File: src/rtl/product_accumulator.sv
// Frame accumulator for the 4x4 multiplier product: sums N_TERMS products with
// saturation and offers the frame sum on a valid/ready output port.
module product_accumulator #(
  parameter int PROD_W  = 8,
  parameter int ACC_W   = 12,
  parameter int N_TERMS = 4
) (
  input  logic              clk,
  input  logic              rst,
  input  logic              clr,
  input  logic [PROD_W-1:0] prod,
  input  logic              in_valid,
  output logic              in_ready,
  output logic [ACC_W-1:0]  acc_out,
  output logic              ovf,
  output logic              out_valid,
  input  logic              out_ready
);

  localparam int CNT_W = (N_TERMS > 1) ? $clog2(N_TERMS) : 1;
  localparam logic [CNT_W-1:0] CNT_LAST = CNT_W'(N_TERMS - 1);
  localparam logic [CNT_W-1:0] CNT_ZERO = {CNT_W{1'b0}};
  localparam logic [CNT_W-1:0] CNT_ONE  = CNT_W'(1);
  localparam logic [ACC_W-1:0] ACC_ZERO = {ACC_W{1'b0}};
  localparam logic [ACC_W-1:0] ACC_MAX  = {ACC_W{1'b1}};

  localparam logic [0:0] ST_ACCUM = 1'b0;
  localparam logic [0:0] ST_HOLD  = 1'b1;

  // Returns {saturated, clamped_sum}; the add is done one bit wider than the accumulator.
  function automatic logic [ACC_W:0] sat_add(input logic [ACC_W-1:0] a,
                                             input logic [PROD_W-1:0] p);
    logic [ACC_W:0] sum;
    sum = {1'b0, a} + {{(ACC_W + 1 - PROD_W){1'b0}}, p};
    if (sum[ACC_W]) begin
      sat_add = {1'b1, ACC_MAX};
    end else begin
      sat_add = sum;
    end
  endfunction

  logic [0:0]       state_q, state_d;
  logic [ACC_W-1:0] acc_q, acc_d;
  logic [CNT_W-1:0] cnt_q, cnt_d;
  logic             ovf_q, ovf_d;
  logic [ACC_W:0]   sat_s;

  assign sat_s     = sat_add(acc_q, prod);
  assign acc_out   = acc_q;
  assign ovf       = ovf_q;
  assign out_valid = (state_q == ST_HOLD);
  assign in_ready  = (state_q == ST_ACCUM);

  // Next-state logic: clr overrides input accept and output handshake.
  always_comb begin
    state_d = state_q;
    acc_d   = acc_q;
    cnt_d   = cnt_q;
    ovf_d   = ovf_q;
    if (clr) begin
      state_d = ST_ACCUM;
      acc_d   = ACC_ZERO;
      cnt_d   = CNT_ZERO;
      ovf_d   = 1'b0;
    end else begin
      case (state_q)
        ST_ACCUM: begin
          if (in_valid) begin
            acc_d = sat_s[ACC_W-1:0];
            ovf_d = ovf_q | sat_s[ACC_W];
            if (cnt_q == CNT_LAST) begin
              cnt_d   = CNT_ZERO;
              state_d = ST_HOLD;
            end else begin
              cnt_d   = cnt_q + CNT_ONE;
              state_d = ST_ACCUM;
            end
          end else begin
            state_d = ST_ACCUM;
          end
        end
        ST_HOLD: begin
          // Result stays frozen until downstream takes it; inputs are not consumed here.
          if (out_ready) begin
            state_d = ST_ACCUM;
            acc_d   = ACC_ZERO;
            cnt_d   = CNT_ZERO;
            ovf_d   = 1'b0;
          end else begin
            state_d = ST_HOLD;
          end
        end
        default: begin
          state_d = ST_ACCUM;
          acc_d   = ACC_ZERO;
          cnt_d   = CNT_ZERO;
          ovf_d   = 1'b0;
        end
      endcase
    end
  end

  // State registers with synchronous reset.
  always_ff @(posedge clk) begin
    if (rst) begin
      state_q <= ST_ACCUM;
      acc_q   <= ACC_ZERO;
      cnt_q   <= CNT_ZERO;
      ovf_q   <= 1'b0;
    end else begin
      state_q <= state_d;
      acc_q   <= acc_d;
      cnt_q   <= cnt_d;
      ovf_q   <= ovf_d;
    end
  end

endmodule

File: config.mk
export PLATFORM = sky130hd
export DESIGN_NAME = product_accumulator
export DESIGN_NICKNAME = d
export VERILOG_FILES = /design/src/rtl/product_accumulator.sv
export SDC_FILE = /design/constraint.sdc
export NUM_CORES = 1
export LEC_CHECK = 0
export BUFFER_PORTS_ARGS = -buffer_cell sky130_fd_sc_hd__buf_2
export CORE_MARGIN = 1.5
export CORE_UTILIZATION = 56
export CTS_BUF_LIST = sky130_fd_sc_hd__clkbuf_16
export CTS_CLUSTER_DIAMETER = 100
export DETAILED_ROUTE_END_ITERATION = 10
export PLACE_DENSITY = 0.84
export RECOVER_POWER = 25
export SYNTH_ARGS = -nofsm -noshare
export SYNTH_HDL_FRONTEND = slang
export SYNTH_SLANG_ARGS = --single-unit
File: constraint.sdc
create_clock -name clk -period 5.45 [get_ports clk]
set_input_delay 0.8175 -clock clk [delete_from_list [all_inputs] [get_ports clk]]
set_output_delay 0.8175 -clock clk [all_outputs]
set_load 0.01 [all_outputs]
* Yosys cells after proc, flatten, opt, wreduce, memory -nomap -nowiden
Cells that the tools add are included.
Cells by class: add/sub/neg operators 2, equal/unequal tests 3, multiplexer cells 15, bitwise operators 2, reduce and logical (&&, ||, !) cells 2
Operator list (number):
- $mux 12 | 2
- $pmux 12 s2 | 1
- $add 12x8->13 | 1
- $mux 13 | 1
- $mux 2 | 3
- $mux 1 | 5
- $ne 2x2->1 const B | 2
- $pmux 1 s2 | 2
- $pmux 2 s2 | 1
- $add 2x1->2 const B | 1
- $eq 2x2->1 const B | 1
- $reduce_and 2->1 | 1
- $reduce_or 2->1 | 1
- $not 1->1 | 1
- $or 1x1->1 | 1
Word-level totals: register bits after elaboration 16, logic and storage cells 28

* Depth between registers and ports, before layout
Gate-level depths: netlist of run 1.
depth in word-level cells 5, mapped depth 7

* Least setup slack after synthesis of run 1
No wires, ideal clock.
kind input -> register, start input port prod[0], end register acc_q[9] (netlist: acc_out[9]), library setup time 0.124 ns, data arrival time 2.358 ns, setup slack 2.968 ns, stages 7, cells stage by stage ha_1 > fa_1 > a211oi_1 > nor3_2 > o21a_2 > a22oi_2 > nand3_1
Between the ends: cells in the longest elaborated chain, start to end 4
Ends and longest elaborated chain:
- from (decl) | RTL line 11 | input logic [PROD_W-1:0] prod,
- $add 12x8->13 | RTL line 34 | sum = {1'b0, a} + {{(ACC_W + 1 - PROD_W){1'b0}}, p};
- $mux 13 | RTL line 35 | if (sum[ACC_W]) begin
- $mux 12 | RTL line 68 | if (in_valid) begin
- $pmux 12 s2 | RTL line 66 | case (state_q)
- to (signal assigned) | RTL line 107 | acc_q <= ACC_ZERO;
- to (signal assigned) | RTL line 112 | acc_q <= acc_d;
- to (decl) | RTL line 43 | logic [ACC_W-1:0] acc_q, acc_d;
Every way passes these cells. The select of a mux whose other input is x is not followed. A chain may end at the register's enable or synchronous reset.

* Worst setup path in the final report of run 1
start input port prod[0], end register acc_q[3] (netlist: acc_out[3])
Same word-level chain as after synthesis.

==> results of run 1 <==
-- synth_stat cells (2+ instances only) --
library cell and n:
inv_1 4, o211ai_1 2, xnor2_1 2, a211oi_1 3
a22oi_1 3, o22ai_2 2, a21o_1 4, xor2_1 2
ha_1 9, nand2_1 14, nor2_1 10, a21oi_1 11
dfxtp_1 16, o21ai_0 9, o21ai_1 3, nand3_1 4
-- per-layer routing --
| metal | vias up | global-route usage [%] |
|---|---|---|
| met5 | - | 0 |
| met4 | 0 | 18.9 |
| met3 | 12 | 6.04 |
| met2 | 56 | 47.3 |
| met1 | 536 | 34.6 |
| li1 | 545 | - |
-- critical path, cell delays in order --
cell and delay (ns):
buf_2 0.10, ha_1 0.23, fa_1 0.44, a211oi_1 0.39
nor3_2 0.12, o21a_2 0.30, o21ai_0 0.22, nand2_1 0.10
-- per-stage QoR --
stage / total power [uW] / hold slack, ns / worst slack [ns]
2_1_floorplan: 162 / 0.470 / 2.97
3_3_place_gp: 175 / 0.444 / 2.73
3_5_place_dp: 177 / 0.449 / 2.72
4_1_cts: 324 / 0.456 / 2.91
5_1_grt: 334 / 0.481 / 2.80
6_report: 322 / 0.454 / 2.86
-- final cells by class --
cell class              count  area (um2)  area share (%)
well taps                  25        31.3            2.35
flip-flops and latches     16         320            24.1
repair buffers             27         126            9.49
clock inverters             1        3.75           0.282
inverters                   4        15.0            1.13
multi-input cells         106         759            57.0
clock buffers               3        75.1            5.64
-- state kept, by name (all words and copies together) (netlist names) --
register,count
acc_out,12
cnt_q,2
ovf,1
out_valid,1
-- cell families (layout without fill, tap and decap cells) --
family	count (synthesis)	after routing	share of synthesized area [%]
AND/OR/NAND/NOR	41	41	19.4
adder cells (fa/ha/maj)	10	10	12.0
buffers and inverters	6	35	2.49
XOR/XNOR	4	4	3.16
flip-flops	16	16	28.9
AO/OA/AOI/OAI	50	50	33.1
multiplexers	1	1	0.904
-- power groups by stage --
stage          logic (uW)  registers, uW  clock network [uW]
3_3_place_gp         50.0            125                   0
3_5_place_dp         52.0            125                   0
5_1_grt              59.3            123                 152
4_1_cts              53.7            123                 147
6_report             53.9            123                 145
2_1_floorplan        36.1            126                   0
-- how the worst max path moves through the flow --
stage | slack (ns) | startpoint | endpoint
after floorplan | 2.97 | prod[0] | acc_out[9]
after global placement | 2.73 | prod[0] | acc_out[1]
after detailed placement | 2.72 | prod[0] | acc_out[1]
after CTS | 2.91 | prod[0] | acc_out[3]
after global routing | 2.80 | prod[0] | acc_out[1]
final | 2.86 | prod[0] | acc_out[3]
==> flow_summary.yaml, run 1 <==
run_status:
  outcome: "finished clean"
sta:
  relSlewSlack_pct: 60.7
  timing.final.hold_violations: 0
  min_period_over_period_pct: 47.6
  setup_viol: 0
  fmax_mhz: 386
  slew_viol_final: 0
  tightest_slew_ns: 0.590
  rsz0062_at_grt: "false"
  tns_ns: 0
  layout_min_cycle_time_ns: 2.59
  finClkSkew_ns: 0.00155
route:
  antenna_left: 0
  drt-initial-drc-count: 45
  wl_met1_um: 1210
  wl_um: 2890
  top_layer: "met4"
  wl_per_cell_um: 15.9
  via_count: 1149
  drc_errors: 0
  wl_met3_um: 163
  viasPerCell: 6.31
  dr.pass1.iters: 5
  wl_met2_um: 1420
synthesis:
  synth_area_leader_cell: "dfxtp_1"
  syn_inst: 128
  synth_area_per_cell_um2: 8.65
  synth-seq-cells: 16
  synth_warnings: 0
  ys.flop_type: "dfxtp_1"
  async_flop_share_pct: 0
  synth_top_area_share_pct: 28.9
  netlist_area_um2: 1110
  synthDistinctLibCells: 46
  yosys-top-cells-area: "dfxtp_1 (29%), ha_1 (10%), a21oi_1 (5.0%), nand2_1 (4.7%), o21ai_0 (4.1%)"
  synth_edf_count: 0
  syn_nets: 151
  ys_seq_area_share_pct: 28.9
pwr:
  pwr-share-clk_pct: 44.9
  power.internal_uw: 240
  peakVddDrop_v: 0.000172
  seqPwrFrac_pct: 38.3
  combPwrFrac_pct: 16.8
  p_leak_uw: 0.000620
  power.switching_uw: 81.9
  sw_frac_of_total_pct: 25.5
  power_density_nw_per_um2: 242
hold_path:
  min_path_type: "flop to flop"
  hp-start: "acc_out[5]"
  worstHoldEndpoint: "acc_out[5]"
  hold_depth: 2
clock_network:
  cts_inserted_buffers: 3
  clk_latency_ns: 0.25
  post_cts_buffers: 0
  cts_tree: "done"
  post_cts_resized: 0
  cts_max_level: 1
  clk_pin_slew_worst_paths_ns: 0.05
  cts_sinks: 16
  cts_max_path_buffers: 2
  cts_hold_buf: 0
  cts-root-buf: "clkbuf_16"
flow_run:
  drv_cap: 0
floorplan:
  ios: 28
  die_area_um2: 2250
  die_h_um: 47.5
  initial_utilization_pct: 62.1
  rows: 15
  die_x_um: 47.5
  core_area_um2: 1780
setup_path:
  worstReg2RegEnd: "acc_out[3]"
  criticalPathCategory: "input port to flop"
  cp_max_fo: 10
  start_kind: "input port"
  crit_arrival_ns: 2.72
  reg2reg_depth: 7
  ff2ff_setup_slack_ns: 3.21
  cp-end-kind: "flop"
  r2r-start: "acc_out[0]"
  cp.required_ns: 5.58
finish:
  stdcell_count: 182
  final_cell_mix: "buf_2 (20), dfxtp_1 (16), nand2_1 (14)"
  area_growth_pct: 20.2
  antenna_cells: 0
  fill_cells: 143
  postLayoutCoreUtil_pct: 74.7
  fin_area_um2: 1330
  layout.nets: 181
  layout_commonest_cell: "buf_2"
  layout-drive-gt1-share_pct: 22.3
placement:
  io_buffer_count: 27
  place.gp.congestion: 0.909
  hpwlAfterDp_um: 2010
  dpl_cell_area_um2: 1260
  dp.cells: 178
grt:
  grt_remaining_overflow: 0
  antenna_found_initial: 0
  grt_max_degree: 11
  grt_usage_pct: 29.1
  grt_pass1_vias: 1075
  grt_pass1_wl_um: 4550
(Power assumes the default switching activity.)
==> inputs of run 2 (changes only) <==
- CORE_UTILIZATION: 56 -> 52
- PLACE_DENSITY: 0.84 -> 0.78
- clock period: 5.45 -> 2.51 ns (I/O delays scaled with it)
==> run 2 against run 1 <==
Flip-flop and latch count unchanged. Critical path depth is 1 lower. Utilization fell by 7.3 points. Combinational power grew 110%. Routed wire length is 3.7% lower. Hold slack improved by 0.0055 ns. Final area rose by 0.28%. Worst setup slack worse by 2.5 ns. Count of clock-buffer cells in the layout is the same.
==> flow_summary.yaml, run 2 (same netlist as run 1, synthesis figures left out) <==
floorplan:
  core_area_um2: 1980
  die_area_um2: 2420
  initial_utilization_pct: 55.9
  rows: 16
  ios: 28
  die_h_um: 49.1
  die_x_um: 49.1
setup_path:
  cp.required_ns: 2.62
  criticalPathCategory: "flop to flop"
  slowest_delay_ns: 0.44
  ff2ff_setup_slack_ns: 0.32
  reg2reg_depth: 7
  cp_cell_sequence: "ha_1 -> fa_1 -> a211oi_1 -> nor3_2 -> o21a_2 -> o21ai_0 -> a21oi_1"
  r2r-start: "acc_out[0]"
  cp_max_fo: 10
  worstReg2RegEnd: "acc_out[1]"
  cpMaxStageDelayCell: "fa_1"
  crit_arrival_ns: 2.31
  cp-end-kind: "flop"
  start_kind: "flop"
route:
  wl_um: 2780
  dr.pass1.iters: 4
  viasPerCell: 5.88
  top_layer: "met4"
  drc_errors: 0
  wl_met1_um: 1200
  wl_met2_um: 1440
  wl_met3_um: 104
  via_count: 1081
  drt-initial-drc-count: 23
  antenna_left: 0
  wl_per_cell_um: 15.1
finish:
  fin_area_um2: 1340
  layout_commonest_cell: "buf_2"
  largest_reg_flops: 12
  final_cell_mix: "buf_2 (21), dfxtp_1 (16), nand2_1 (14)"
  layout-drive-gt1-share_pct: 22.9
  layout.nets: 182
  antenna_cells: 0
  area_growth_pct: 20.6
  fill_cells: 180
grt:
  grt_usage_pct: 24.5
  antenna_found_initial: 0
  grt_max_degree: 11
  grt_remaining_overflow: 0
  grt_pass1_vias: 1026
  grt_pass1_wl_um: 4610
sta:
  tns_ns: 0
  rsz0062_at_grt: "false"
  min_period_over_period_pct: 87.4
  layout_min_cycle_time_ns: 2.19
  timing.final.hold_violations: 0
  slew_viol_final: 0
  holdWs_ns: 0.459
  setup_viol: 0
  tightest_slew_ns: 0.578
  fmax_mhz: 456
  setup_slack_ns: 0.316
  relSlewSlack_pct: 61.5
  finClkSkew_ns: 0.00283
clock_network:
  cts_sinks: 16
  post_cts_buffers: 0
  clk_latency_ns: 0.24
  cts_hold_buf: 0
  clk_pin_slew_worst_paths_ns: 0.05
  cts-root-buf: "clkbuf_16"
  cts_max_path_buffers: 2
  cts_inserted_buffers: 3
  cts_max_level: 1
  cts_tree: "done"
  post_cts_resized: 0
hold_path:
  hold_depth: 2
  min_path_type: "flop to flop"
  hp-start: "acc_out[4]"
  worstHoldEndpoint: "acc_out[4]"
run_status:
  outcome: "finished clean"
pwr:
  peakVddDrop_v: 0.000478
  power_density_nw_per_um2: 520
  p_leak_uw: 0.000622
  total_power_uw: 694
flow_run:
  drv_cap: 0
placement:
  hpwlAfterDp_um: 2150
  dpl_cell_area_um2: 1270
  place.gp.congestion: 0.895
  place_worst_setup_slack_ns: 0.207
  io_buffer_count: 27
run 2: changes by cell type in the layout (fill, tap and decap cells not counted):
cell / previous run / this run
buf_2: 20 / 21
clkinv_1: 1 / 0
run 2: through the flow:
stage / utilization, % / instances
after floorplan: - / 128
after global placement: 64.1 / 181
after detailed placement: 64.1 / 181
after CTS: 67.9 / 184
after global routing: 67.4 / 184
final: 67.4 / 184
run 2: critical path: cells and delay by family (launching register included):
family,cells,cell delay [ns]
DFF,1,0.32
AOI/OAI and AO/OA,4,0.95
adders and majority gates,2,0.67
and+or+nand+nor,1,0.12
run 2: layout make-up:
| type | instances | area, um2 | area share (%) |
|---|---|---|---|
| flip-flops and latches | 16 | 320 | 24.0 |
| multi-input cells | 106 | 759 | 56.9 |
| clock buffers | 3 | 75.1 | 5.62 |
| repair buffers | 28 | 131 | 9.84 |
| well taps | 27 | 33.8 | 2.53 |
| inverters | 4 | 15.0 | 1.12 |
run 2: worst max-delay path by stage:
stage	startpoint	end	slack, ns
detailed placement	prod[0]	acc_out[0]	0.21
global route	acc_out[0]	acc_out[1]	0.18
CTS	acc_out[0]	acc_out[1]	0.32
floorplan	prod[0]	acc_out[9]	0.47
global placement	prod[0]	acc_out[1]	0.25
finish	acc_out[0]	acc_out[1]	0.32
run 2: power breakdown:
part / leakage (uW) / total (uW) / switching, uW / internal (uW)
Clock: 0.0000370 / 311 / 102 / 209
Combinational: 0.000455 / 115 / 67.3 / 48.0
Sequential: 0.000130 / 268 / 6.37 / 261
run 2: metal layers:
layer / vias up / GRT usage [%]
li1: 544 / -
met4: 0 / 8.57
met3: 4 / 3.07
met2: 29 / 44.4
met5: - / 0
met1: 504 / 29.5
